<file path="config.mk">
export PLATFORM = sky130hd
export DESIGN_NAME = tsp_hex_display
export DESIGN_NICKNAME = d
export VERILOG_FILES = /design/src/rtl/tsp_disp_pkg.sv /design/src/rtl/tsp_seg7_dec.sv /design/src/rtl/tsp_hex_display.sv
export SDC_FILE = /design/constraint.sdc
export NUM_CORES = 1
export LEC_CHECK = 0
export ABC_AREA = 0
export CAP_MARGIN = 10
export CORE_MARGIN = 2
export CORE_UTILIZATION = 45
export CTS_BUF_LIST = sky130_fd_sc_hd__clkbuf_2
export DETAILED_ROUTE_END_ITERATION = 10
export PLACE_DENSITY = 0.67
export SLEW_MARGIN = 0
export SYNTH_ARGS = -nofsm -noshare
export SYNTH_HDL_FRONTEND = slang
export SYNTH_HIERARCHICAL = 1
export SYNTH_SLANG_ARGS = --single-unit
</file>
<file path="constraint.sdc">
create_clock -name clk -period 2 [get_ports clk]
set_input_delay 0.3 -clock clk [delete_from_list [all_inputs] [get_ports clk]]
set_output_delay 0.3 -clock clk [all_outputs]
set_load 0.01 [all_outputs]
</file>
<file path="src/rtl/tsp_disp_pkg.sv">
// Shared definitions for the best-tour-cost seven-segment display: state
// encoding, segment codes, BCD sizing and the double-dabble adjust step.
package tsp_disp_pkg;

    localparam int DIGITS = 6;
    localparam int BCD_W  = 4 * DIGITS;

    typedef enum logic [1:0] {
        IDLE,
        CONV,
        LATCH
    } state_t;

    // Segment drives are active-low, bit6..0 = g..a.
    localparam logic [6:0] SEG_BLANK = 7'h7F;
    localparam logic [6:0] SEG_0     = 7'h40;
    localparam logic [6:0] SEG_1     = 7'h79;
    localparam logic [6:0] SEG_2     = 7'h24;
    localparam logic [6:0] SEG_3     = 7'h30;
    localparam logic [6:0] SEG_4     = 7'h19;
    localparam logic [6:0] SEG_5     = 7'h12;
    localparam logic [6:0] SEG_6     = 7'h02;
    localparam logic [6:0] SEG_7     = 7'h78;
    localparam logic [6:0] SEG_8     = 7'h00;
    localparam logic [6:0] SEG_9     = 7'h10;

    // Double-dabble correction: any digit >= 5 gets +3 before the next shift.
    function automatic logic [BCD_W-1:0] bcd_add3(input logic [BCD_W-1:0] bcd);
        logic [BCD_W-1:0] r;
        r = bcd;
        for (int i = 0; i < DIGITS; i++) begin
            if (bcd[4*i +: 4] >= 4'd5)
                r[4*i +: 4] = bcd[4*i +: 4] + 4'd3;
        end
        return r;
    endfunction

endpackage

</file>
<file path="src/rtl/tsp_seg7_dec.sv">
// Combinational BCD digit to active-low seven-segment decoder; 10-15 blank.
module tsp_seg7_dec
    import tsp_disp_pkg::*;
(
    input  logic [3:0] digit,
    output logic [6:0] seg
);

    always_comb begin
        // NOTE: default first so every path assigns seg and no latch is inferred.
        seg = SEG_BLANK;
        case (digit)
            4'd0:    seg = SEG_0;
            4'd1:    seg = SEG_1;
            4'd2:    seg = SEG_2;
            4'd3:    seg = SEG_3;
            4'd4:    seg = SEG_4;
            4'd5:    seg = SEG_5;
            4'd6:    seg = SEG_6;
            4'd7:    seg = SEG_7;
            4'd8:    seg = SEG_8;
            4'd9:    seg = SEG_9;
            default: seg = SEG_BLANK;
        endcase
    end

endmodule

</file>
<file path="src/rtl/tsp_hex_display.sv">
// Shows the solver's best-tour cost on HEX5..HEX0 via sequential binary-to-BCD.
// Define TSP_HEX_LZB_EN to blank leading zeros above HEX0.
module tsp_hex_display
    import tsp_disp_pkg::*;
#(
    parameter int VAL_W   = 20,
    parameter int SAT_MAX = 999999
) (
    input  logic             clk,
    input  logic             nrst,
    input  logic             val_valid,
    input  logic [VAL_W-1:0] val_data,
    output logic             val_ready,
    output logic             busy,
    output logic             ovf,
    output logic [6:0]       HEX0,
    output logic [6:0]       HEX1,
    output logic [6:0]       HEX2,
    output logic [6:0]       HEX3,
    output logic [6:0]       HEX4,
    output logic [6:0]       HEX5
);

    localparam int               CNT_W    = $clog2(VAL_W);
    localparam logic [VAL_W-1:0] SAT_V    = VAL_W'(SAT_MAX);
    localparam logic [CNT_W-1:0] CNT_LAST = CNT_W'(VAL_W - 1);

    state_t                   state;
    logic [VAL_W-1:0]         bin;
    logic [BCD_W-1:0]         bcd;
    logic [CNT_W-1:0]         cnt;
    logic                     ovf_pending;
    logic [BCD_W+VAL_W-1:0]   shifted;
    logic [6:0]               dec_seg  [DIGITS];
    logic [6:0]               disp_seg [DIGITS];

    assign shifted = {bcd_add3(bcd), bin} << 1;

    for (genvar g = 0; g < DIGITS; g++) begin : g_dec
        tsp_seg7_dec u_dec (
            .digit (bcd[4*g +: 4]),
            .seg   (dec_seg[g])
        );
    end

`ifdef TSP_HEX_LZB_EN
    logic zero_above;

    always_comb begin
        disp_seg   = dec_seg;
        zero_above = 1'b1;
        for (int i = DIGITS - 1; i >= 1; i--) begin
            zero_above = zero_above && (bcd[4*i +: 4] == 4'd0);
            if (zero_above)
                disp_seg[i] = SEG_BLANK;
        end
    end
`else
    always_comb begin
        disp_seg = dec_seg;
    end
`endif

    always_ff @(posedge clk or negedge nrst) begin
        if (!nrst) begin
            // NOTE: the datapath is reset as well, so an aborted conversion leaves no stale digits behind.
            state       <= IDLE;
            val_ready   <= 1'b1;
            busy        <= 1'b0;
            ovf         <= 1'b0;
            ovf_pending <= 1'b0;
            bin         <= '0;
            bcd         <= '0;
            cnt         <= '0;
            HEX0        <= SEG_BLANK;
            HEX1        <= SEG_BLANK;
            HEX2        <= SEG_BLANK;
            HEX3        <= SEG_BLANK;
            HEX4        <= SEG_BLANK;
            HEX5        <= SEG_BLANK;
        end else begin
            // NOTE: non-blocking everywhere here so every register sees pre-edge values.
            case (state)
                IDLE: begin
                    if (val_valid && val_ready) begin
                        bin         <= (val_data > SAT_V) ? SAT_V : val_data;
                        ovf_pending <= (val_data > SAT_V);
                        bcd         <= '0;
                        cnt         <= '0;
                        state       <= CONV;
                        val_ready   <= 1'b0;
                        busy        <= 1'b1;
                    end
                end
                CONV: begin
                    {bcd, bin} <= shifted;
                    cnt        <= cnt + 1'b1;
                    if (cnt == CNT_LAST)
                        state <= LATCH;
                end
                LATCH: begin
                    HEX0      <= disp_seg[0];
                    HEX1      <= disp_seg[1];
                    HEX2      <= disp_seg[2];
                    HEX3      <= disp_seg[3];
                    HEX4      <= disp_seg[4];
                    HEX5      <= disp_seg[5];
                    ovf       <= ovf_pending;
                    state     <= IDLE;
                    val_ready <= 1'b1;
                    busy      <= 1'b0;
                end
                default: state <= IDLE;
            endcase
        end
    end

endmodule

</file>
* Yosys cells after proc, flatten, opt, wreduce, memory -nomap -nowiden
Memory sizes are Yosys's and may differ from the RTL's. A register that Yosys moved wholly into a read port is not among the register bits. Cells that the tools add are included.
Word-level totals: register bits 55, latch bits 0, bits in writable memories 0, ROM bits 672, output and inout bits 45, logic and storage cells 67, memories kept 6
Operators by class: add/subtract/negate cells 7, multipliers 0, divide/modulo/power cells 0, magnitude comparators 7, eq/ne operators 5, shift-type cells 0, multiplexer cells 20, bitwise operators 0, reduce and logical (&&, ||, !) cells 14
Memory list:
- (name not given) | depth 16, bits a word 7, read ports 1, clocked after memory_dff 1, write ports 0, line tsp_seg7_dec.sv:12 | case (digit)
- (name not given) | depth 16, bits a word 7, read ports 1, clocked after memory_dff 1, write ports 0, line tsp_seg7_dec.sv:12
- (name not given) | depth 16, bits a word 7, read ports 1, clocked after memory_dff 1, write ports 0, line tsp_seg7_dec.sv:12
- (name not given) | depth 16, bits a word 7, read ports 1, clocked after memory_dff 1, write ports 0, line tsp_seg7_dec.sv:12
- (name not given) | depth 16, bits a word 7, read ports 1, clocked after memory_dff 1, write ports 0, line tsp_seg7_dec.sv:12
- (name not given) | depth 16, bits a word 7, read ports 1, clocked after memory_dff 1, write ports 0, line tsp_seg7_dec.sv:12
Operator list (count):
- one-hot mux 24 bit (2 select lines) | 1
- 2-to-1 mux 20 bit | 2
- one-hot mux 20 bit (2 select lines) | 1
- >= comparator 4 x 3 -> 1 bit, second input constant | 6
- 2-to-1 mux 24 bit | 1
- adder 4 x 2 -> 4 bit, second input constant | 5
- greater-than comparator 20 bit, second input constant | 1
- 2-to-1 mux 4 bit | 5
- one-hot mux 5 bit (2 select lines) | 1
- AND reduction 2 bit | 4
- logical NOT 1 bit | 6
- adder 5 x 1 -> 5 bit, second input constant | 1
- equality test 5 bit, second input constant | 1
- 2-to-1 mux 5 bit | 1
- 2-to-1 mux 2 bit | 2
- inequality test 2 bit, second input constant | 2
- one-hot mux 1 bit (2 select lines) | 2
- one-hot mux 2 bit (2 select lines) | 1
- nonzero test 2 bit | 2
- adder 3 x 2 -> 3 bit, second input constant | 1
- 2-to-1 mux 3 bit | 1
- equality test 2 x 1 -> 1 bit, second input constant | 1
- equality test 2 bit, second input constant | 1
- logical NOT 2 bit | 1
- 2 further kinds | 3

* Depth between registers and ports, before layout
Gate-level depths: netlist (run 1).
word-level depth 4, mapped depth 6

* By module
The synthesis (run 1) kept the hierarchy.
Modules (own cells, without submodules):
- tsp_hex_display | times used 1, cells an instance 365, area each 4439.3 sq um
- tsp_seg7_dec (g_dec[1].u_dec ...) | times used 5, cells an instance 33, area each 210.2 sq um
- tsp_seg7_dec (g_dec[0].u_dec) | times used 1, cells an instance 31, area each 200.2 sq um

* Worst setup path after synthesis (run 1)
Ideal clock, no wire load.
path type reg-to-reg, start point reg bcd[5], end point reg bcd[6], library setup time 0.083 ns, arrival time 1.524 ns, slack 0.393 ns, stages on the path, launching flop included 7, buffers on the path 0, path through dfrtp_1 -> inv_1 -> ha_1 -> nand2b_1 -> a21oi_1 -> mux2_2 -> o21ai_0
On the way: longest elaborated chain between the ends 3
RTL lines:
- start: declaration | line tsp_hex_display.sv:30 | logic [BCD_W-1:0] bcd;
- start signal: assignment | line tsp_hex_display.sv:96 | {bcd, bin} <= shifted;
- adder 4 x 2 -> 4 bit / >= comparator 4 x 3 -> 1 bit (equally long branches) | line tsp_disp_pkg.sv:33, tsp_disp_pkg.sv:32
- 2-to-1 mux 4 bit (*) | line tsp_disp_pkg.sv:32 | if (bcd[4*i +: 4] >= 4'd5)
- one-hot mux 24 bit (2 select lines) (*) | line tsp_hex_display.sv:83 | case (state)
Every way passes the cells marked *; elsewhere a longest branch is shown, timed or not. A chain may end at the register's enable or synchronous reset.

* Final worst setup path (run 1)
start point reg bcd[9], end point reg bcd[10]
The elaborated chain is that of the path after synthesis.

==> metrics.txt, run 1 <==
number of diodes=0; Root Driver=clkbuf_2; layout filler cell count=~1100; Skew-Pair Late Insertion Delay=610 ps; number of global-route vias before repair=4102; final number of max-transition violations=0; post-synth cell types=43; 1st-pass router iterations=4; Tot GR Track Use=17.58%; I/O Buffers=67; die area=about 0.014 sq mm; CP Data Arrival Time=2400 ps; crit path kind=flip-flop to flip-flop; post-synth top area share=23.75%; Max Root-Sink Buffers=2; Setup TNS Final=0 ps; r2r setup slk=about 130 ps; WL final=11050 um; Cells after Synth=561; pwr/cell area=around 1400 mW/mm^2; worst path cell trace=inv_1 > ha_1 > nand2b_1 > a21oi_1 > mux2_2 > o21ai_0; Critical Path Fanout Max=9; Overflow after GRT=0; Layout Nets=687; RSZ-0062 raised after global routing=no; TritonCTS clock tree=yes; Reg clk slew, reported paths=240 ps; CTS Buf Count=9; final hold vios=0; DRC Markers=0; # setup viols final=0; first-pass GRT wire length=18950 um; layout cells sized above 1=19.17%; synth top area cells=dfrtp_1 24%, dfstp_2 20%, ha_1 9.5%, mux2_2 5.7%, o21ai_0 5.0%; Worst-Margin Slew=493.2 ps; Final Non-Filler Cells=798; sequential area share after synthesis=43.60%; Synth-to-Final Area Change=14.71%; pin count of the biggest net entering global routing=40; WL/cell=13.85 um; cell accounting for the most synthesized area=dfrtp_1; htree depth=3; Post-synth EDFFs=0; slew margin rel.=67.12%; leakage power=2.898 nW; peak supply drop=0.0006142 V; CTS sink count=97; crit share post-route=roughly 94%; initial antenna violation count=0; utilization after layout=52.36%; commonest cells in the netlist=57 x o21ai_0, 54 x dfrtp_1, 43 x dfstp_2, 43 x ha_1, 40 x inv_1; hpwl dp=roughly 7700 um; mapped cell area=around 0.0057 sq mm; Synth Warn #=6; Fmax=roughly 530 MHz; max_cap viols=0; Critical Path Max Stage Delay=about 550 ps; CP Data Required Time=2530 ps; via-per-instance ratio=5.202; die height=116.5 um; Yosys reg bits=97; status=complete, no violations; initial core utilization=a little under half; Worst Setup Start Kind=flip-flop; Chip Width=116.5 um; post-placement cell count=just under 800; Mean Syn Cell Area=10.14 sq um; RD Place Congestion=~0.84; hold crit path type=primary input to async pin; Setup Skew=37.89 ps; crit end category=flip-flop; Core Area=roughly 0.012 sq mm; # IOs=68; most frequent cell after synthesis=o21ai_0; Tmin final=between 1500 and 2000 ps; antenna-violating nets left=0; row count=41; Async SR Flop Fraction=between 90% and 100%; initial detailed-routing violation count=211; Post-Syn Nets=roughly 630; Main synth FF type=dfrtp_1; Critical Path Slowest Stage Cell=dfrtp_1; via count=4151
[worst max-delay path: cells and delay by family, from the launching register on]
kind	cells	cell delay, ps
simple gates	1	140
compound gates	2	450
buf+inv	1	120
fa+ha+maj	1	190
mux	1	370
flops	1	550
[repair_timing]
| item | CTS | global route |
|---|---|---|
| hold endpoints to repair | 43 | 0 |
| gates resized for setup | 43 | 2 |
| gates cloned | 0 | 0 |
| hold buffers | 1 | 0 |
| buffers inserted | 1 | 0 |
| setup endpoints to repair | 43 | 1 |
[layout make-up]
cell class              instances  area (sq um)  area share (%)
inverters                      40         150.1           2.300
well taps                     172         215.2           3.297
repair buffers                 80         726.9           11.14
clock inverters                 5         48.80          0.7476
multi-input cells             393          2849           43.65
flip-flops and latches         97          2482           38.03
clock buffers                  11         55.05          0.8434
[final timing paths]
path                                      from                   to  depth (start not counted)
max                         bcd[9]$_DFFE_PN0P_  bcd[10]$_DFFE_PN0P_                          6
min                                       nrst  bcd[21]$_DFFE_PN0P_                          2
max reg2reg                 bcd[9]$_DFFE_PN0P_  bcd[10]$_DFFE_PN0P_                          6
min reg2reg                bin[19]$_DFFE_PN0P_   bcd[0]$_DFFE_PN0P_                          2
max in group asynchronous                 nrst  HEX5[5]$_DFFE_PN1P_                          3
min in group clk                   val_data[1]   bin[1]$_DFFE_PN0P_                          3
[power by group]
part	internal, mW	total, mW	switching, mW
clock	0.289	0.940	0.651
combinational	2.03	4.26	2.23
sequential	2.87	3.70	0.833
total	5.19	8.90	3.71
[metal layers]
metal	track usage, %	routed length (um)	vias to the layer above
li1	-	-	2048
met1	22.79	5213	2004
met2	28.18	5131	76
met3	3.944	390	23
met4	8.095	314	0
met5	0	0	-
[sequential cells by signal, indices dropped and copies added, names as in the netlist]
name and flops:
HEX5 7, state 2, ovf 1, HEX0 7, val_ready 1, cnt 5, HEX1 7, bin 20
HEX4 7, bcd 24, ovf_pending 1, HEX2 7, busy 1, HEX3 7
[placed cells by master (no fill, tap or decap), drive strengths merged, types with 6 or more instances in the layout]
master	netlist	routed
o21ai	58	58
dfrtp	54	54
mux2	48	48
dfstp	43	43
ha	43	43
dlygate4sd2	0	43
inv	40	40
nor2	38	38
a21oi	36	36
nand2	35	35
nand2b	29	29
clkdlybuf4s50	0	23
nand3	21	21
o31ai	13	13
buf	28	13
clkbuf	3	11
a31oi	9	9
o22ai	7	7
a21o	7	7
a22o	6	6
xnor2	6	6
a32o	6	6
or2	6	6
[through the flow]
stage | hold WS [ps] | worst slack, ps | cell area [sq um] | power, mW
final | 181.7 | 128.8 | 6528 | 8.899
after global routing | 116.6 | 4.764 | 6528 | 9.798
after CTS | 150.6 | 91.56 | 6523 | 8.975
after detailed placement | 305.8 | 150.3 | 6455 | 8.200
after global placement | 289.3 | 178.1 | 6455 | 7.956
after floorplan | 4.409 | 393.3 | 5690 | 6.875
[kinds of logic (layout without fill, tap and decap cells)]
| logic type | count (synthesis) | after routing | synth area share (%) |
|---|---|---|---|
| compound gates | 145 | 145 | 15.61 |
| flops | 97 | 97 | 43.60 |
| mux | 49 | 49 | 9.675 |
| fa+ha+maj | 43 | 43 | 9.455 |
| xor+xnor | 11 | 11 | 1.693 |
| simple gates | 145 | 145 | 13.39 |
| buf+inv | 71 | 136 | 6.574 |
Note: power is estimated with default switching activity, not from simulation.
==> run 2, diff against run 1 <==
==> constraint.sdc (replaced) <==
create_clock -name clk -period 2.3 [get_ports clk]
set_input_delay 0.345 -clock clk [delete_from_list [all_inputs] [get_ports clk]]
set_output_delay 0.345 -clock clk [all_outputs]
set_load 0.01 [all_outputs]
==> run 2 against run 1 <==
  * Combinational power fell by 10%
  * Die area did not move
  * Cell area rose by 0.12%
  * Highest routed layer unchanged
  * Clock power fell by 23%
  * Wire length rose by 1.9%
  * Sequential share of layout area fell by 0.063 points
  * Clock skew fell by 7.1 ps
  * Critical path type is now flip-flop to output port
  * Register-to-register slack improved by 280 ps
==> metrics.txt, run 2 (same netlist as run 1, synthesis figures left out) <==
status=complete, no violations; Net Sw Frac=41.49% (-0.20 points); Critical Path Max Stage Delay=640 ps (+90 ps); PostCTS Resize Cnt=0 (-100%); WL final=11260 um (+1.9%); Max Root-Sink Buffers=2 (unchanged); Layout Nets=683 (-0.58%); crit path to=val_ready; Overflow after GRT=0 (unchanged); peak supply drop=0.0005324 V (-13%); layout cells sized above 1=18.49% (-0.68 points); final hold vios=0 (unchanged); Tmin final=2091 ps; Setup Skew=30.76 ps (-7.126 ps); via count=4164 (+0.31%); switching power=3.231 mW (-13%); I/O Buffers=67 (unchanged); # Post-CTS Setup Buffers=0 (-1); sequential share of power=41.6% (about the same); Worst-Margin Slew=698.4 ps (+205.2 ps); grt met1 use=22.80% (about the same); # IOs=68 (unchanged); most common cell after layout, fill and taps aside=clkdlybuf4s50_1; CP Data Required Time=1960 ps (-570 ps); CTS Buf Count=9 (unchanged); Worst Setup Start Kind=flip-flop; WL/cell=14.19 um (+2.5%); Largest delay share family, worst path=flip-flops; Largest Register=bcd; Synth-to-Final Area Change=14.84%; Final WS setup=209.1 ps (+80.28 ps); final number of max-transition violations=0 (unchanged); hold crit path type=primary input to flip-flop; pin count of the biggest net entering global routing=52 (+30%); initial antenna violation count=0 (unchanged); Largest register FFs=24 (unchanged); largest registers=bcd: 24 flops, bin: 20 flops; pwr/cell area=1192 mW/mm^2 (-13%); r2r setup slk=410 ps (+280 ps); max_cap viols=0 (unchanged); hpwl dp=7792 um (+1.4%); TritonCTS clock tree=yes; r2r endpoint=bcd[14]$_DFFE_PN0P_; crit path kind=flip-flop to output port; final instance area=0.006535 sq mm (+0.12%); RSZ-0062 raised after global routing=no; CP Data Arrival Time=1750 ps (-650 ps); Reg clk slew, reported paths=240 ps (about the same); number of diodes=0 (unchanged); Pwr Total=7.789 mW (-12%); Stages on worst setup path=1 (-5); via-per-instance ratio=5.244 (+0.82%); htree depth=3 (unchanged); Tot GR Track Use=17.47% (-0.11 points); Reg2Reg Depth=6 (unchanged); crit end category=output port; most frequent cells in the layout=66 x clkdlybuf4s50_1, 57 x o21ai_0, 54 x dfrtp_1; first-pass GRT wire length=18860 um (-0.44%); Critical R2R Launch=bcd[13]$_DFFE_PN0P_; CP Buf/Inv Count=1 (unchanged); crit share post-route=90.91%; Chip Width=116.5 um (unchanged); Worst Setup SP=val_ready$_DFFE_PN1P_; initial detailed-routing violation count=218 (+3.3%); M2 GR Usage=29.11% (+0.93 points); Setup TNS Final=0 ps (unchanged); Core Area=0.01247 sq mm (unchanged); slew margin rel.=53.44% (-14 points); worst path cell trace=clkdlybuf4s50_1; leakage power=2.780 nW (-4.1%); dpl ws=385.1 ps (+234.8 ps); die area=0.01356 sq mm (unchanged); P_int=4.558 mW (-12%); clock share of power=9.3% (-1.3 points); dpl cell area=0.006445 sq mm (-0.16%); row count=41 (unchanged); die height=116.5 um (unchanged); # setup viols final=0 (unchanged); DRC Markers=0 (unchanged); layout filler cell count=1133 (-0.088%); Fmax=478.3 MHz; busiest grt layer=met2; initial core utilization=45.65% (unchanged); CTS sink count=97 (unchanged); Skew-Pair Late Insertion Delay=570 ps (-40 ps); Comb pwr share=49.1% (+1.3 points); 1st-pass router iterations=4 (unchanged); Critical Path Fanout Max=4 (-5); RD Place Congestion=0.8178 (-2.7%); GR Layer Usage met3=2.335% (-1.6 points); number of global-route vias before repair=4097 (-0.12%); antenna-violating nets left=0 (unchanged); Root Driver=clkbuf_2; Critical Path Slowest Stage Cell=dfstp_2
run 2: cell types whose count changed in the layout (fill, tap and decap cells not counted), sizes merged:
cell / before / now
clkdlybuf4s50: 23 / 66
dlygate4sd2: 43 / 0
buf: 13 / 9
clkbuf: 11 / 15
clkinv: 4 / 1
bufinv: 1 / 0
run 2: worst reg2reg max path, stage by stage, from the launching register on:
cell	delay, ps
dfrtp_1	570
inv_1	130
ha_1	190
nand2b_1	130
a21oi_1	290
mux2_2	380
o21ai_0	150
run 2: power by group through the flow:
stage | registers, mW | clock network, mW | logic [mW]
2_1_floorplan | 3.10 | 0 | 2.88
3_3_place_gp | 3.24 | 0 | 3.64
3_5_place_dp | 3.29 | 0 | 3.83
4_1_cts | 3.25 | 0.752 | 3.85
5_1_grt | 3.38 | 0.830 | 4.33
6_report | 3.24 | 0.722 | 3.82
run 2: area by class of cell:
class	count	area, sq um	area share, %
Inverter	40	150.1	2.298
Timing Repair Buffer	76	763.2	11.68
Sequential cell	97	2481	37.97
Clock buffer	15	75.07	1.149
Tap cell	172	215.2	3.293
Multi-Input combinational cell	393	2845	43.54
Clock inverter	1	5.005	0.07658
run 2: stage by stage:
step	util, %	std cells	hold slack (ps)
finish	52.42	794	258.3
global route	52.42	794	243.2
CTS	52.42	794	230.2
detailed placement	51.70	777	448.8
global placement	51.70	777	432.9
floorplan	-	561	49.41
run 2: routing by layer:
metal / part of all wire (%) / vias to the layer above
met1: 47 / 2026
met4: 2.2 / 0
met3: 2.7 / 21
met2: 48 / 64
met5: 0 / -
li1: - / 2053
run 2: worst min-delay path by stage:
| stage | startpoint | to | slack (ps) | depth (start not counted) |
|---|---|---|---|---|
| after CTS | val_data[4] | bin[4]$_DFFE_PN0P_ | 230 | 3 |
| final | val_data[4] | bin[4]$_DFFE_PN0P_ | 260 | 3 |
| after floorplan | nrst | bcd[0]$_DFFE_PN0P_ | 50 | 0 |
| after detailed placement | nrst | bcd[22]$_DFFE_PN0P_ | 450 | 1 |
| after global placement | nrst | bcd[22]$_DFFE_PN0P_ | 430 | 1 |
| after global routing | val_data[0] | bin[0]$_DFFE_PN0P_ | 240 | 3 |
run 2: what timing repair did:
item	4_1_cts	5_1_grt
endpoints found under the setup margin	0	0
hold buffers	1	0
hold endpoints to repair	17	0
==> run 3, diff against run 2 <==
--- a/config.mk
+++ b/config.mk
@@ -11,6 +11,7 @@
 export CORE_UTILIZATION = 45
 export CTS_BUF_LIST = sky130_fd_sc_hd__clkbuf_2
 export DETAILED_ROUTE_END_ITERATION = 10
+export GPL_TIMING_DRIVEN = 0
 export PLACE_DENSITY = 0.67
 export SLEW_MARGIN = 0
 export SYNTH_ARGS = -nofsm -noshare
==> run 3 against run 2 <==
  * Wire length is 2.5% higher
  * Global-route usage is 0.63 points higher
  * Sequential share of layout area shrank 1.0 points
==> metrics.txt, run 3 (same netlist as run 1, synthesis figures left out) <==
status=complete, no violations; Worst Setup Start Kind=flip-flop; clock share of power=10.2% (+0.9 points); CP Buf/Inv Count=1 (unchanged); Net Sw Frac=40.92% (-0.56 points); detailed route wirelength on metal3=475 um (+58%); Reg clk slew, reported paths=270 ps (+30 ps); Setup Skew=32.78 ps (+2.017 ps); # setup viols final=0 (unchanged); most frequent cells in the layout=66 x clkdlybuf4s50_1, 57 x o21ai_0, 54 x dfrtp_1; pwr/cell area=1208 mW/mm^2 (+1.3%); Pwr Total=8.117 mW (+4.2%); Overflow after GRT=0 (unchanged); Synth-to-Final Area Change=18.10%; antenna-violating nets left=0 (unchanged); Final WS setup=201.7 ps (-7.398 ps); htree depth=3 (unchanged); Chip Width=116.5 um (unchanged); # Post-CTS Setup Buffers=0 (unchanged); WL final=11550 um (+2.5%); DRC Markers=0 (unchanged); Largest register FFs=24 (unchanged); Tmin final=2098 ps (+7.398 ps); hpwl dp=8271 um (+6.1%); 1st-pass router iterations=4 (unchanged); TritonCTS clock tree=yes; Setup TNS Final=0 ps (unchanged); crit end category=output port; Largest Register=bcd; Fin Hold WS=183.4 ps (-74.89 ps); RSZ-0062 raised after global routing=no; Critical Path Slowest Stage Cell=dfstp_2; die height=116.5 um (unchanged); CP Data Required Time=1960 ps (about the same); CTS sink count=97 (unchanged); WL/cell=14.12 um (-0.46%); max_cap viols=0 (unchanged); Critical Path Max Stage Delay=630 ps (about the same); Root Driver=clkbuf_2; Skew-Pair Late Insertion Delay=590 ps (+20 ps); sequential share of power=37.9% (-3.7 points); switching power=3.322 mW (+2.8%); DR WL met2=5631 um (+3.9%); final number of max-transition violations=0 (unchanged); Worst Setup SP=val_ready$_DFFE_PN1P_; P_int=4.795 mW (+5.2%); Comb pwr share=51.9% (+2.8 points); crit path kind=flip-flop to output port; Worst-Margin Slew=523.3 ps (-175.1 ps); I/O Buffers=67 (unchanged); Critical R2R Launch=bcd[17]$_DFFE_PN0P_; Routed met1 length=5239 um (-0.98%); CTS Buf Count=9 (unchanged); via-per-instance ratio=5.182 (-1.2%); peak supply drop=0.0004886 V (-8.2%); # IOs=68 (unchanged); number of diodes=0 (unchanged); initial core utilization=45.65% (unchanged); Core Area=0.01247 sq mm (unchanged); row count=41 (unchanged); largest registers=bcd: 24 flops, bin: 20 flops; first-pass GRT wire length=19420 um (+3.0%); Critical Path Fanout Max=4 (unchanged); final hold vios=0 (unchanged); layout filler cell count=1098 (-3.1%); Fmax=476.6 MHz (-0.35%); pin count of the biggest net entering global routing=67 (+29%); CP Data Arrival Time=1750 ps (about the same); most common cell after layout, fill and taps aside=clkdlybuf4s50_1; Tot GR Track Use=18.10% (+0.63 points); Largest delay share family, worst path=flip-flops; hold crit path type=primary input to async pin; Layout Nets=707 (+3.5%); initial antenna violation count=0 (unchanged); die area=0.01356 sq mm (unchanged); RD Place Congestion=0.7987 (-2.3%); initial detailed-routing violation count=214 (-1.8%); number of global-route vias before repair=4221 (+3.0%); layout cells sized above 1=20.74% (+2.3 points); Max Root-Sink Buffers=2 (unchanged); worst path cell trace=clkdlybuf4s50_1; leakage power=2.899 nW (+4.3%); Max Used Layer=met4; crit share post-route=91.23% (+0.32 points); via count=4239 (+1.8%); dpl ws=441.1 ps (+55.96 ps); slew margin rel.=65.11% (+12 points)
## run 3: final timing paths
check | endpoint | slack (ps) | cells after the start
max | val_ready | 200 | 1
min | bcd[4]$_DFFE_PN0P_ | 180 | 2
max reg2reg | bcd[18]$_DFFE_PN0P_ | 420 | 6
min reg2reg | bcd[0]$_DFFE_PN0P_ | 510 | 2
max in group asynchronous | HEX4[5]$_DFFE_PN1P_ | 1390 | 3
min in group clk | bin[2]$_DFFE_PN0P_ | 250 | 3
## run 3: power groups by stage
stage          clock [mW]  combinational [mW]  sequential [mW]
2_1_floorplan           0                2.88             3.10
3_3_place_gp            0                4.05             3.09
3_5_place_dp            0                4.21             3.12
4_1_cts             0.864                4.24             3.08
5_1_grt             0.927                4.77             3.19
6_report            0.830                4.21             3.08
## run 3: stage by stage
| stage | cell area [sq um] | instances | util [%] |
|---|---|---|---|
| after floorplan | 5690 | 561 | - |
| after global placement | 6576 | 800 | 52.76 |
| after detailed placement | 6601 | 801 | 52.96 |
| after CTS | 6720 | 818 | 53.91 |
| after global routing | 6720 | 818 | 53.91 |
| final | 6720 | 818 | 53.91 |
## run 3: cell type report
type	instances	area (sq um)	area share, %
Buffer	31	224.0	3.333
Clock buffer	10	50.05	0.7447
Clock inverter	6	58.81	0.8751
Inverter	40	150.1	2.234
Multi-Input combinational cell	393	2835	42.19
Sequential cell	97	2481	36.92
Tap cell	172	215.2	3.202
Timing Repair Buffer	69	705.7	10.50
## run 3: repair_timing
action,CTS,global route
gates resized for setup,0,0
hold endpoints to repair,31,0
hold buffers,1,0
## run 3: metal layers
metal  global-route usage [%]  vias up
met1                    23.00     2044
li1                         -     2100
met2                    31.36       82
met4                    7.222        0
met5                        0        -
met3                    2.387       13
